## src/rtl/uart_console_pkg.sv

```systemverilog
// Shared definitions for the uart_console serial transmit peripheral:
// register offsets, STATUS layout and the transmit FSM state encoding.
package uart_console_pkg;

  localparam logic [1:0] REG_TXDATA = 2'd0;
  localparam logic [1:0] REG_STATUS = 2'd1;
  localparam logic [1:0] REG_DIV    = 2'd2;

  localparam int STATUS_BUSY_BIT  = 0;
  localparam int STATUS_FULL_BIT  = 1;
  localparam int STATUS_EMPTY_BIT = 2;
  localparam int STATUS_LEVEL_LSB = 8;
  localparam int STATUS_LEVEL_W   = 8;

  typedef enum logic [1:0] {
    IDLE  = 2'd0,
    START = 2'd1,
    DATA  = 2'd2,
    STOP  = 2'd3
  } tx_state_e;

  function automatic logic [31:0] pack_status(
    input logic                      busy,
    input logic                      full,
    input logic                      empty,
    input logic [STATUS_LEVEL_W-1:0] level
  );
    logic [31:0] word;
    word = '0;
    word[STATUS_BUSY_BIT]  = busy;
    word[STATUS_FULL_BIT]  = full;
    word[STATUS_EMPTY_BIT] = empty;
    word[STATUS_LEVEL_LSB +: STATUS_LEVEL_W] = level;
    return word;
  endfunction

endpackage

```

## src/rtl/uart_tx_fifo.sv

```systemverilog
// Byte-wide synchronous FIFO with a registered occupancy count.
// Pushes while full and pops while empty are discarded.
module uart_tx_fifo #(
  parameter int DEPTH = 16
) (
  input  logic                   clk,
  input  logic                   rst,
  input  logic                   push,
  input  logic                   pop,
  input  logic [7:0]             din,
  output logic [7:0]             dout,
  output logic                   full,
  output logic                   empty,
  output logic [$clog2(DEPTH):0] level
);

  localparam int AW = $clog2(DEPTH);
  localparam logic [AW:0] FULL_COUNT = (AW+1)'(DEPTH);

  logic [7:0]    mem_q [DEPTH];
  logic [AW-1:0] wr_ptr_q, wr_ptr_d;
  logic [AW-1:0] rd_ptr_q, rd_ptr_d;
  logic [AW:0]   count_q, count_d;
  logic          do_push, do_pop;

  always_comb begin
    full     = (count_q == FULL_COUNT);
    empty    = (count_q == '0);
    do_push  = push && !full;
    do_pop   = pop && !empty;
    wr_ptr_d = do_push ? wr_ptr_q + AW'(1) : wr_ptr_q;
    rd_ptr_d = do_pop ? rd_ptr_q + AW'(1) : rd_ptr_q;
    count_d  = count_q;
    if (do_push && !do_pop) begin
      count_d = count_q + (AW+1)'(1);
    end else if (do_pop && !do_push) begin
      count_d = count_q - (AW+1)'(1);
    end
  end

  // Storage carries no reset; only the pointers and count define validity.
  always_ff @(posedge clk) begin
    if (do_push) begin
      mem_q[wr_ptr_q] <= din;
    end
  end

  always_ff @(posedge clk or posedge rst) begin
    if (rst) begin
      wr_ptr_q <= '0;
      rd_ptr_q <= '0;
      count_q  <= '0;
    end else begin
      wr_ptr_q <= wr_ptr_d;
      rd_ptr_q <= rd_ptr_d;
      count_q  <= count_d;
    end
  end

  assign dout  = mem_q[rd_ptr_q];
  assign level = count_q;

endmodule

```

## src/rtl/uart_console.sv

```systemverilog
// 8N1 transmit-only console on the PicoRV32 native bus: TXDATA/STATUS/DIV
// registers, a byte FIFO and a start/data/stop shifting FSM driving txd.
module uart_console
  import uart_console_pkg::*;
#(
  parameter logic [31:0] BASE_ADDR  = 32'h2000_0000,
  parameter logic [15:0] CLK_DIV    = 16'd868,
  parameter int          FIFO_DEPTH = 16
) (
  input  logic        clk,
  input  logic        rst,
  input  logic        mem_valid,
  input  logic        mem_instr,
  output logic        mem_ready,
  input  logic [31:0] mem_addr,
  input  logic [31:0] mem_wdata,
  input  logic [3:0]  mem_wstrb,
  output logic [31:0] mem_rdata,
  output logic        txd
);

  localparam int LW = $clog2(FIFO_DEPTH) + 1;

  tx_state_e   state_q, state_d;
  logic [15:0] div_q, div_d;
  logic [15:0] frame_div_q, frame_div_d;
  logic [15:0] timer_q, timer_d;
  logic [2:0]  bit_idx_q, bit_idx_d;
  logic [7:0]  shift_q, shift_d;
  logic        txd_q, txd_d;
  logic        mem_ready_q, mem_ready_d;

  logic          fifo_push, fifo_pop, fifo_full, fifo_empty;
  logic [7:0]    fifo_dout;
  logic [LW-1:0] fifo_level;

  logic [1:0]  reg_sel;
  logic        push_req, wr_fire, busy;
  logic [15:0] div_merged;
  logic [31:0] rd_word;

  // Slave select is done by the interconnect, so the base and the
  // undecoded bus bits are intentionally unused here.
  logic unused_bus;
  assign unused_bus = ^{BASE_ADDR, mem_instr, mem_addr[31:4], mem_addr[1:0],
                        mem_wdata[31:16], mem_wstrb[3:2]};

  uart_tx_fifo #(
    .DEPTH (FIFO_DEPTH)
  ) u_fifo (
    .clk   (clk),
    .rst   (rst),
    .push  (fifo_push),
    .pop   (fifo_pop),
    .din   (mem_wdata[7:0]),
    .dout  (fifo_dout),
    .full  (fifo_full),
    .empty (fifo_empty),
    .level (fifo_level)
  );

  // Handshake: valid is held by the master until ready; ready is a single
  // registered pulse one cycle after acceptance, and register side effects
  // happen in that ready cycle. A TXDATA push into a full FIFO is not
  // accepted until the cycle in which the FSM pops a slot free.
  always_comb begin
    reg_sel     = mem_addr[3:2];
    push_req    = mem_valid && (reg_sel == REG_TXDATA) && mem_wstrb[0];
    wr_fire     = mem_valid && mem_ready_q && (mem_wstrb != 4'b0000);
    fifo_push   = mem_ready_q && push_req;
    mem_ready_d = mem_valid && !mem_ready_q &&
                  !(push_req && fifo_full && !fifo_pop);
    div_merged  = {mem_wstrb[1] ? mem_wdata[15:8] : div_q[15:8],
                   mem_wstrb[0] ? mem_wdata[7:0]  : div_q[7:0]};
    div_d       = div_q;
    if (wr_fire && (reg_sel == REG_DIV) && (mem_wstrb[1:0] != 2'b00)) begin
      div_d = (div_merged == 16'd0) ? 16'd1 : div_merged;
    end
  end

  always_comb begin
    rd_word = '0;
    case (reg_sel)
      REG_STATUS: rd_word = pack_status(busy, fifo_full, fifo_empty,
                                        STATUS_LEVEL_W'(fifo_level));
      REG_DIV:    rd_word = {16'h0000, div_q};
      default:    rd_word = '0;
    endcase
  end

  assign mem_ready = mem_ready_q;
  assign mem_rdata = mem_ready_q ? rd_word : 32'h0000_0000;
  assign txd       = txd_q;

  always_ff @(posedge clk or posedge rst) begin
    if (rst) begin
      state_q     <= IDLE;
      div_q       <= CLK_DIV;
      frame_div_q <= CLK_DIV;
      timer_q     <= '0;
      bit_idx_q   <= '0;
      shift_q     <= '0;
      txd_q       <= 1'b1;
      mem_ready_q <= 1'b0;
    end else begin
      state_q     <= state_d;
      div_q       <= div_d;
      frame_div_q <= frame_div_d;
      timer_q     <= timer_d;
      bit_idx_q   <= bit_idx_d;
      shift_q     <= shift_d;
      txd_q       <= txd_d;
      mem_ready_q <= mem_ready_d;
    end
  end

  // Each state lasts frame_div_q cycles: the timer is loaded with
  // period-1 on entry and the state advances when it reaches zero.
  always_comb begin
    state_d     = state_q;
    frame_div_d = frame_div_q;
    timer_d     = timer_q;
    bit_idx_d   = bit_idx_q;
    shift_d     = shift_q;
    fifo_pop    = 1'b0;
    unique case (state_q)
      IDLE: begin
        if (!fifo_empty) begin
          fifo_pop    = 1'b1;
          shift_d     = fifo_dout;
          frame_div_d = div_q;
          timer_d     = div_q - 16'd1;
          state_d     = START;
        end
      end
      START: begin
        if (timer_q == 16'd0) begin
          timer_d   = frame_div_q - 16'd1;
          bit_idx_d = 3'd0;
          state_d   = DATA;
        end else begin
          timer_d = timer_q - 16'd1;
        end
      end
      DATA: begin
        if (timer_q == 16'd0) begin
          timer_d = frame_div_q - 16'd1;
          shift_d = {1'b0, shift_q[7:1]};
          if (bit_idx_q == 3'd7) begin
            state_d = STOP;
          end else begin
            bit_idx_d = bit_idx_q + 3'd1;
          end
        end else begin
          timer_d = timer_q - 16'd1;
        end
      end
      STOP: begin
        if (timer_q == 16'd0) begin
          if (!fifo_empty) begin
            // Chain straight into the next frame with no idle gap.
            fifo_pop    = 1'b1;
            shift_d     = fifo_dout;
            frame_div_d = div_q;
            timer_d     = div_q - 16'd1;
            state_d     = START;
          end else begin
            state_d = IDLE;
          end
        end else begin
          timer_d = timer_q - 16'd1;
        end
      end
      default: state_d = IDLE;
    endcase
  end

  // txd is registered from the next state so it lines up with state_q.
  always_comb begin
    busy  = (state_q != IDLE);
    txd_d = 1'b1;
    case (state_d)
      START:   txd_d = 1'b0;
      DATA:    txd_d = shift_d[0];
      default: txd_d = 1'b1;
    endcase
  end

endmodule

```

## config.mk

```make
export PLATFORM = sky130hd
export DESIGN_NAME = uart_console
export DESIGN_NICKNAME = d
export VERILOG_FILES = /design/src/rtl/uart_console_pkg.sv /design/src/rtl/uart_tx_fifo.sv /design/src/rtl/uart_console.sv
export SDC_FILE = /design/constraint.sdc
export NUM_CORES = 1
export LEC_CHECK = 0
export CORE_ASPECT_RATIO = 0.8
export CORE_MARGIN = 1
export CORE_UTILIZATION = 49
export DETAILED_ROUTE_END_ITERATION = 16
export PLACE_DENSITY = 0.8
export SLEW_MARGIN = 20
export SYNTH_ARGS = -nofsm -noshare
export SYNTH_HDL_FRONTEND = slang
export SYNTH_HIERARCHICAL = 1
export SYNTH_SLANG_ARGS = --single-unit
```

## constraint.sdc

```tcl
create_clock -name clk -period 11.8 [get_ports clk]
set_input_delay 2.36 -clock clk [delete_from_list [all_inputs] [get_ports clk]]
set_output_delay 2.36 -clock clk [all_outputs]
set_load 0.02 [all_outputs]
```

==> summary.md, run 1 <==
| Metric | Value |
|---|---|
| Status | `complete, no violations` |
| CTS clock-pin slew for the worst setup and hold paths | `around 0.060 ns` |
| Worst Setup Slack, final | `4.85 ns` |
| Synth Register Bits | `~200` |
| # DRC | `0` |
| Post-synthesis sequential area ratio | `56.8%` |
| HPWL after DPL | `between 10,000 and 15,000 µm` |
| Met1 Use GR | `roughly 31%` |
| Nets | `916` |
| Hold Path Class | `reg -> reg` |
| Post-CTS Setup Repair Bufs | `0` |
| Iteration-0 DRC Markers | `approximately 700` |
| Crit path DAT | `between 4 and 5 ns` |
| PortBufs | `40` |
| Clock Tree Buf Depth | `3` |
| Worst skew pair latency | `about 0.50 ns` |
| DR WL/cell | `roughly 20 µm` |
| Post-synth EDFFs | `between 100 and 150` |
| Rel. slew slack | `24.5%` |
| Post-synth top cells | `edfxtp_1, dfrtp_1, nor2_1, nand2_1, mux2i_1` |
| Post-synth top area cell | `edfxtp_1` |
| Met3 Use GR | `slightly below 4%` |
| Vias in the first global route | `~6,300` |
| Post-cts repair resize count | `0` |
| Reg-to-reg slack, setup | `7.51 ns` |
| Mapped Area | `slightly above 10,000 µm²` |
| Cells after Synth | `just under 800` |
| Max-Cap Viols | `0` |
| Pre-CTS setup slack | `~4.9 ns` |
| First-pass GRT wire length | `~35,000 µm` |
| Fin area | `11,300 µm²` |
| Global Route Usage Sum | `21.3%` |
| Initial antenna violation count | `0` |
| Area of the die | `21,300 µm²` |
| Placer Congestion | `between 0.8 and 0.9` |
| Clk sink count | `about 200` |
| Antenna diodes | `0` |
| Asr flop ratio synth | `a little under two fifths` |
| Mean instance size in the synthesized netlist | `12.8 µm²` |
| Post-DP Area | `about 11,000 µm²` |
| CTS tree | `done` |
| GRT overflow | `0` |
| DRT Wirelength | `~22,000 µm` |
| Slew @ Worst Pin | `~1.1 ns` |
| Clock root buffer | `clkbuf_16` |
| Setup repair after global routing missed its margin | `false` |
| IO Count | `106` |
| CP startpoint kind | `primary input` |
| GRT busiest layer | `met2` |
| Post-synth top flop | `edfxtp_1` |
| Die height | `~130 µm` |
| DR vias/cell | `between 6 and 7` |
| Fin crit period | `just under 7 ns` |
| Row count | `46` |
| Final hold slack | `roughly 0.50 ns` |
| Synth top area share | `~38%` |
| FMAX | `roughly 140 MHz` |
| LEAKAGE | `around 0.0042 µW` |
| Library cells used by synthesis | `between 60 and 70` |
| Starting Density | `approximately half` |
| Via count | `around 6,600` |
| Area added between synthesis and finish | `11.4%` |
| CTS Hold Bufs | `0` |
| Worst setup EP type | `primary output` |
| Final setup viols | `0` |
| Worst-path maximum fanout | `19` |
| Routed Antenna Nets | `0` |
| Met2 Use GR | `32.4%` |
| TritonRoute pass-1 iters | `5` |
| Layout Skew | `~0.015 ns` |
| H-tree levels | `1` |
| Worst Path Required | `9.44 ns` |
| Layout cells sized above 1 | `13.4%` |
| Setup TNS | `0 ns` |
| Final Cycle Share | `58.9%` |
| Final Hold Vio Count | `0` |
| Slew Limit Fails | `0` |
| Cell Pwr Density | `roughly 230 nW/µm²` |
| Max VDD drop | `between 0.1 and 0.15 mV` |
| CTS buffer count | `22` |
| Core box area | `roughly 20,000 µm²` |
| DIE WIDTH | `approximately 160 µm` |
| Final Power | `around 2600 µW` |
| Pin count of the biggest net entering global routing | `64` |
| Synth warn | `6` |
| Top cells by area, synth | `edfxtp_1, dfrtp_1, mux2i_1` |
| Count leader, synth | `edfxtp_1` |
| Crit path kind | `in -> out` |
## logic make-up (layout without fill, tap and decap cells)
kind of cell               after synthesis  count (layout)  share of synthesized area [%]
AOI/OAI and AO/OA                      156             156                           10.7
buffers and inverters                   83             108                           4.54
DFF                                    204             204                           56.8
adders and majority gates               24              24                           3.04
other                                    1              16                         0.0370
and+or+nand+nor                        189             189                           9.24
xor gates and xnor gates                48              48                           4.15
muxes                                   90              90                           11.5
## cell usage in the layout, fill, tap and decap left out, types with 4 or more instances in the layout
master	netlist	final
clkbuf_16	0	23
and3_1	9	9
nand2_1	49	49
buf_4	20	8
edfxtp_1	128	128
ha_1	23	23
or3_1	5	5
conb_1	1	16
dfrtp_1	65	64
xnor2_1	30	30
xor2_1	18	18
mux2_2	25	25
nand2b_1	4	4
o21ai_0	31	31
a22oi_1	15	15
or4_1	11	11
mux2i_1	43	43
nor2_1	53	52
a221oi_1	18	18
nor3_1	22	19
mux2_4	6	6
clkbuf_1	25	4
mux4_2	16	16
nand3_1	4	4
dfstp_2	11	11
o22ai_1	13	13
inv_1	20	19
clkdlybuf4s50_1	0	40
a2bb2oi_1	5	5
clkinv_1	0	4
a21o_1	4	4
a22o_1	19	19
a21oi_1	28	28
nor4_1	11	11
## stage by stage
step	std cells	util (%)
2_1_floorplan	810	-
3_3_place_gp	1060	53.0
3_5_place_dp	1060	53.0
4_1_cts	1099	56.3
5_1_grt	1099	56.4
6_report	1099	56.4
## area by class of cell
class	count	area, µm²
clock buffer	27	591
sequential	204	5760
clock inverter	12	73.8
fill	1587	8740
inverter	21	78.8
timing repair buffer	48	460
multi-input combinational	523	4000
tap	264	330
## per-layer routing
layer / wire, µm / part of all wire [%] / vias to the layer above
met4: 515 / 2.3 / 0
met3: 2080 / 9.4 / 39
met5: 0 / 0 / -
met2: 9970 / 45 / 312
met1: 9520 / 43 / 3250
li1: - / - / 3022
## worst max-delay path, stage by stage
cell and delay [ns]:
clkdlybuf4s50_1 0.43, inv_1 0.10, ha_1 0.61, nand2_1 0.12
a21oi_1 0.29, clkdlybuf4s50_1 0.66
## registers in the layout, indices dropped and copies added (netlist names)
| name | count |
|---|---|
| bit_idx_q | 3 |
| div_q | 16 |
| frame_div_q | 16 |
| mem_ready | 1 |
| shift_q | 8 |
| state_q | 2 |
| timer_q | 16 |
| txd | 1 |
| u_fifo/level | 5 |
| u_fifo/mem_q | 128 |
| u_fifo/rd_ptr_q | 4 |
| u_fifo/wr_ptr_q | 4 |
## where the power goes
group	leakage [µW]	total [µW]	internal [µW]	switching (µW)
sequential	0.00209	1040	879	160
clock	0.000312	627	357	270
combinational	0.00181	957	437	520
## worst paths after layout
kind                                      end  cells past startpoint         from
setup reg to reg              u_fifo/level[4]                     16   timer_q[0]
min in group asynchronous  u_fifo/rd_ptr_q[0]                      2          rst
setup / recovery                 mem_rdata[0]                      6  mem_addr[2]
max in group asynchronous        bit_idx_q[1]                      3          rst
hold reg to reg                    shift_q[7]                      1   shift_q[7]
hold / removal                     shift_q[7]                      1   shift_q[7]
(Power assumes the default switching activity.)
==> run 2: changes to the inputs <==
Settings changed: PLACE_DENSITY 0.8 to 0.82.
Clock period 11.8 ns to 5.65 ns, I/O delays scaled along.
==> run 2 against run 1 <==
Effect of this change: cell area down 0.17%; critical endpoint is now u_fifo/level[4]; register-to-register slack worse by 6.3 ns; power up 110%; combinational power up 120%; final cell count down 0.18%; via count up 2.1%; clock power up 100%; sequential cell count unchanged.
==> summary.md, run 2 (same netlist as run 1, synthesis figures left out) <==
| Metric | Value |
|---|---|
| Initial antenna violation count | `1 (+1)` |
| Row count | `46 (unchanged)` |
| Global Route Usage Sum | `22.8% (+1.5 points)` |
| FMAX | `between 200 and 250 MHz` |
| Critical path startpoint | `timer_q[0]` |
| CTS buffer count | `20 (-9.1%)` |
| CTS Hold Bufs | `0 (unchanged)` |
| Pin count of the biggest net entering global routing | `64 (unchanged)` |
| Core Util, Final | `56.3% (-0.094 points)` |
| Final Hold Vio Count | `0 (unchanged)` |
| Cell Pwr Density | `489 nW/µm² (+110%)` |
| # DRC | `0 (unchanged)` |
| Fin crit period | `roughly 4.4 ns` |
| LEAKAGE | `0.00421 µW (about the same)` |
| Vias in the first global route | `6,632 (+5.9%)` |
| DIE WIDTH | `163 µm (unchanged)` |
| Worst Setup Slack, final | `1.24 ns (-3.62 ns)` |
| IO Count | `106 (unchanged)` |
| Core box area | `20,000 µm² (unchanged)` |
| First-pass GRT wire length | `36,800 µm (+5.8%)` |
| Post-CTS Setup Repair Bufs | `0 (unchanged)` |
| Worst setup EP type | `flop` |
| Area added between synthesis and finish | `11.2%` |
| Antenna diodes | `0 (unchanged)` |
| Pre-CTS setup slack | `1.32 ns (-3.58 ns)` |
| Clk sink count | `204 (unchanged)` |
| Final setup viols | `0 (unchanged)` |
| Final Cycle Share | `78.1%` |
| PortBufs | `40 (unchanged)` |
| Placer Congestion | `0.834 (-5.2%)` |
| Clock Tree Buf Depth | `3 (unchanged)` |
| Die height | `131 µm (unchanged)` |
| Commonest non-fill, non-tap cell in the layout | `edfxtp_1` |
| Max-Cap Viols | `0 (unchanged)` |
| Status | `complete, no violations` |
| Final hold slack | `0.505 ns (+0.00192 ns)` |
| Crit path largest cell delay | `0.63 ns (-0.03 ns)` |
| Via count | `6,760 (+2.1%)` |
| Routed Antenna Nets | `0 (unchanged)` |
| CTS tree | `done` |
| H-tree levels | `1 (unchanged)` |
| R2R Path Start | `timer_q[0]` |
| Worst-path maximum fanout | `8 (-11)` |
| Most frequent cells in the layout | `edfxtp_1, dfrtp_1, nor2_1` |
| Rel. slew slack | `36.1% (+12 points)` |
| Setup TNS | `0 ns (unchanged)` |
| Max VDD drop | `0.309 mV (+110%)` |
| TritonRoute pass-1 iters | `5 (unchanged)` |
| Layout Skew | `0.00976 ns (-0.00517 ns)` |
| DR WL/cell | `21.1 µm (+5.2%)` |
| GRT overflow | `0 (unchanged)` |
| CP startpoint kind | `flop` |
| Crit path kind | `reg -> reg` |
| Layout cells sized above 1 | `13.6% (+0.15 points)` |
| Iteration-0 DRC Markers | `732 (+4.7%)` |
| Post-cts repair resize count | `0 (unchanged)` |
| Slew Limit Fails | `0 (unchanged)` |
| Largest register by flop count | `u_fifo/mem_q` |
| Starting Density | `50.6% (unchanged)` |
| CTS clock-pin slew for the worst setup and hold paths | `0.06 ns (about the same)` |
| Crit path DAT | `4.83 ns (+0.24 ns)` |
| Worst skew pair latency | `0.50 ns (about the same)` |
| Reg-to-reg slack, setup | `1.24 ns (-6.27 ns)` |
| Area of the die | `21,300 µm² (unchanged)` |
| Hold Path Class | `reg -> reg` |
| Hold path start | `shift_q[7]` |
| Max reg flops | `128 (unchanged)` |
| Slowest cell on crit path | `or4b_2` |
| HPWL after DPL | `15,200 µm (+4.9%)` |
| Nets | `915 (-0.11%)` |
| Slew @ Worst Pin | `0.959 ns (-0.164 ns)` |
| DRT Wirelength | `23,200 µm (+5.0%)` |
| Clock root buffer | `clkbuf_16` |
| DR vias/cell | `6.16 (+2.3%)` |
| Most frequent CP cell | `ha_1` |
| Worst Path Required | `6.07 ns (-3.37 ns)` |
| Cell Chain, Critical Path | `inv_1, ha_1, or4b_2, nor4_1, buf_4, a21oi_1, nor3_1, o21a_1, inv_2, ha_1, inv_1, ha_1, a21o_1, a21oi_1, mux2i_1, xnor2_1` |
| Setup repair after global routing missed its margin | `false` |
==> run 2: routing by layer <==
layer | wire length (µm) | global-route usage (%) | share of wire (%)
met4 | 673 | 8.80 | 2.9
met1 | 9860 | 31.8 | 43
met3 | 2380 | 6.00 | 10
met5 | 0 | 0 | 0
met2 | 10300 | 34.4 | 44
==> run 2: power by group <==
group | leakage, µW | switching (µW) | internal, µW
registers | 0.00209 | 339 | 1840
logic | 0.00182 | 1140 | 920
clock network | 0.000298 | 553 | 730
total | 0.00421 | 2030 | 3490
==> run 2: per-stage QoR <==
stage / total power (µW) / area, µm² / std cells
2_1_floorplan: 3690 / 10200 / 810
3_3_place_gp: 4090 / 10600 / 1061
3_5_place_dp: 4180 / 10600 / 1061
4_1_cts: 5490 / 11300 / 1097
5_1_grt: 5810 / 11300 / 1097
6_report: 5510 / 11300 / 1097
==> run 2: final timing paths <==
| path | to | cells after the start |
|---|---|---|
| max | u_fifo/level[4] | 16 |
| min | shift_q[7] | 1 |
| max reg2reg | u_fifo/level[4] | 16 |
| min reg2reg | shift_q[7] | 1 |
| max in group asynchronous | shift_q[0] | 3 |
| min in group asynchronous | u_fifo/level[1] | 2 |
==> run 2: final cells by class <==
type                       count  area [µm²]
multi-input combinational    523        4010
sequential                   204        5760
inverter                      21        78.8
fill                        1571        8760
clock buffer                  26         544
clock inverter                10        85.1
tap                          264         330
timing repair buffer          49         468
==> run 2: critical path: cells and delay by family (launching register included) <==
kind,cells,cell delay [ns]
compound gates,4,0.93
xor+xnor,1,0.13
fa+ha+maj,3,0.65
buf+inv,4,0.56
flops,1,0.43
mux,1,0.24
simple gates,3,1.40
==> run 3: changes to the inputs <==
Clock period 5.65 ns to 3.7 ns, I/O delays scaled along.
==> run 3 against run 2 <==
Effect of this change: sequential power is 49% higher; wire length increased by 1.4%; register-to-register slack got worse by 1.0 ns; final cell count increased by 3.6%; critical path depth shrank 1; global-route usage is 0.12 points higher; maximum frequency rose by 27%; critical path type unchanged; cell area grew 3.6%; clock skew is 0.0090 ns higher; non-clock buffer count rose by 38; worst hold slack gained 0.0076 ns; largest power group is now combinational logic; core utilization increased by 2.0 points; highest routed layer unchanged.
==> summary.md, run 3 (same netlist as run 1, synthesis figures left out) <==
| Metric | Value |
|---|---|
| R2R Path Start | `timer_q[2]` |
| CTS Hold Bufs | `0 (unchanged)` |
| Layout cells sized above 1 | `17.8% (+4.2 points)` |
| DIE WIDTH | `163 µm (unchanged)` |
| Crit path DAT | `3.84 ns (-0.99 ns)` |
| CTS clock-pin slew for the worst setup and hold paths | `0.06 ns (about the same)` |
| Reg-to-reg slack, setup | `0.23 ns (-1.01 ns)` |
| Nets | `954 (+4.3%)` |
| Via count | `6,916 (+2.3%)` |
| First-pass GRT wire length | `37,100 µm (+0.96%)` |
| Worst setup EP type | `flop` |
| Clock root buffer | `clkbuf_16` |
| Rel. slew slack | `28.3% (-7.8 points)` |
| Slew Limit Fails | `0 (unchanged)` |
| Post-CTS Setup Repair Bufs | `0 (unchanged)` |
| Final setup viols | `0 (unchanged)` |
| CTS buffer count | `21 (+5.0%)` |
| FMAX | `288 MHz (+27%)` |
| Pin count of the biggest net entering global routing | `64 (unchanged)` |
| Placer Congestion | `0.823 (-1.4%)` |
| Worst-path maximum fanout | `6 (-2)` |
| Most frequent cells in the layout | `edfxtp_1, dfrtp_1, nor2_1` |
| Slew @ Worst Pin | `1.08 ns (+0.116 ns)` |
| Status | `complete, no violations` |
| Crit path kind | `reg -> reg` |
| Iteration-0 DRC Markers | `689 (-5.9%)` |
| Layout Skew | `0.0188 ns (+0.00903 ns)` |
| DR WL/cell | `20.7 µm (-2.1%)` |
| Final hold slack | `0.513 ns (+0.00757 ns)` |
| Antenna diodes | `0 (unchanged)` |
| PortBufs | `40 (unchanged)` |
| Slowest cell on crit path | `or4_4` |
| IO Count | `106 (unchanged)` |
| Global Route Usage Sum | `22.9% (+0.12 points)` |
| Max-Cap Viols | `0 (unchanged)` |
| Final Power | `8850 µW (+60%)` |
| Area of the die | `21,300 µm² (unchanged)` |
| Clk sink count | `204 (unchanged)` |
| Routed Antenna Nets | `0 (unchanged)` |
| # DRC | `0 (unchanged)` |
| Vias in the first global route | `6,779 (+2.2%)` |
| Setup TNS | `0 ns (unchanged)` |
| Die height | `131 µm (unchanged)` |
| Area added between synthesis and finish | `15.2%` |
| LEAKAGE | `0.00446 µW (+6.1%)` |
| Max VDD drop | `0.546 mV (+76%)` |
| CP startpoint kind | `flop` |
| HPWL after DPL | `15,700 µm (+3.1%)` |
| Starting Density | `50.6% (unchanged)` |
| Worst reg2reg path depth | `15 (-1)` |
| TritonRoute pass-1 iters | `5 (unchanged)` |
| FF-to-FF End | `u_fifo/level[3]` |
| Core box area | `20,000 µm² (unchanged)` |
| Fin crit period | `3.47 ns (-0.943 ns)` |
| Largest register by flop count | `u_fifo/mem_q` |
| Critical path startpoint | `timer_q[2]` |
| CTS tree | `done` |
| Clock Tree Buf Depth | `3 (unchanged)` |
| Cell Pwr Density | `758 nW/µm² (+55%)` |
| Hold Path Class | `reg -> reg` |
| Initial antenna violation count | `0 (-1)` |
| Post-cts repair resize count | `0 (unchanged)` |
| Final Cycle Share | `93.7% (+16 points)` |
| Crit path largest cell delay | `0.61 ns (-0.02 ns)` |
| Fill cell count | `1,496 (-4.8%)` |
| Worst skew pair latency | `0.51 ns (about the same)` |
| DR vias/cell | `6.08 (-1.3%)` |
| DRT Wirelength | `23,500 µm (+1.4%)` |
| Worst setup endpoint | `u_fifo/level[3]` |
| H-tree levels | `1 (unchanged)` |
| Cell Chain, Critical Path | `or4_4, nor4_4, a21oi_1, nor3_1, buf_4, o21a_1, inv_2, ha_1, inv_1, buf_4, ha_1, a21o_1, a21oi_1, xor2_1, o21ai_0` |
| Max reg flops | `128 (unchanged)` |
| GRT overflow | `0 (unchanged)` |
| Row count | `46 (unchanged)` |
| Final Hold Vio Count | `0 (unchanged)` |
| Core Util, Final | `58.3% (+2.0 points)` |
| Commonest non-fill, non-tap cell in the layout | `edfxtp_1` |
| Worst Path Required | `4.07 ns (-2.00 ns)` |
==> run 3: cell types whose count changed in the layout (fill, tap and decap cells not counted), moves of 2 or more <==
cell / delta
inv_6: +2
or4_1: -2
clkbuf_1: -2
nor3_2: -4
bufinv_16: +4
buf_4: +38
clkinv_2: +2
clkinv_4: -2
clkinvlp_4: -2
nor3_1: +4
or4_4: +2
==> run 3: power breakdown <==
part	switching [µW]	internal, µW	total (µW)
Combinational	1820	1490	3310
Clock	873	1420	2290
Sequential	472	2780	3250
==> run 3: worst min-delay path by stage <==
| stage | startpoint | endpoint | slack (ns) | depth (start not counted) |
|---|---|---|---|---|
| after global routing | shift_q[7] | shift_q[7] | 0.53 | 1 |
| after CTS | shift_q[7] | shift_q[7] | 0.52 | 1 |
| after detailed placement | shift_q[7] | shift_q[7] | 0.50 | 1 |
| final | shift_q[7] | shift_q[7] | 0.51 | 1 |
| after floorplan | shift_q[7] | shift_q[7] | 0.47 | 1 |
| after global placement | shift_q[7] | shift_q[7] | 0.49 | 1 |
==> run 3: critical path, delay by kind of cell, from the launching register on <==
kind / cells / cell delay, ns
AO/OA/AOI/OAI: 5 / 0.73
XOR/XNOR: 1 / 0.15
flip-flops: 1 / 0.46
AND/OR/NAND/NOR: 3 / 1.09
adder cells (fa/ha/maj): 2 / 0.44
buffers and inverters: 4 / 0.46
==> run 3: per-layer routing <==
layer | vias up | wire (µm) | GRT usage [%]
met3 | 48 | 2360 | 4.67
met1 | 3385 | 9810 | 32.3
met2 | 386 | 10700 | 35.5
met4 | 0 | 681 | 8.19
met5 | - | 0 | 0
li1 | 3097 | - | -
==> run 3: stage by stage <==
step	worst slack [ns]	cells	area (µm²)
2_1_floorplan	0.0716	810	10200
3_3_place_gp	0.237	1099	10900
3_5_place_dp	0.161	1099	10900
4_1_cts	0.0882	1137	11700
5_1_grt	-0.0184	1137	11700
6_report	0.233	1137	11700
==> run 3: layout make-up <==
| type | instances | area [µm²] | share of cell area (%) |
|---|---|---|---|
| multi-input cells | 523 | 4010 | 34.3 |
| clock inverters | 13 | 196 | 1.68 |
| inverters | 21 | 78.8 | 0.675 |
| well taps | 264 | 330 | 2.83 |
| clock buffers | 25 | 551 | 4.71 |
| repair buffers | 87 | 753 | 6.45 |
| flip-flops and latches | 204 | 5760 | 49.3 |
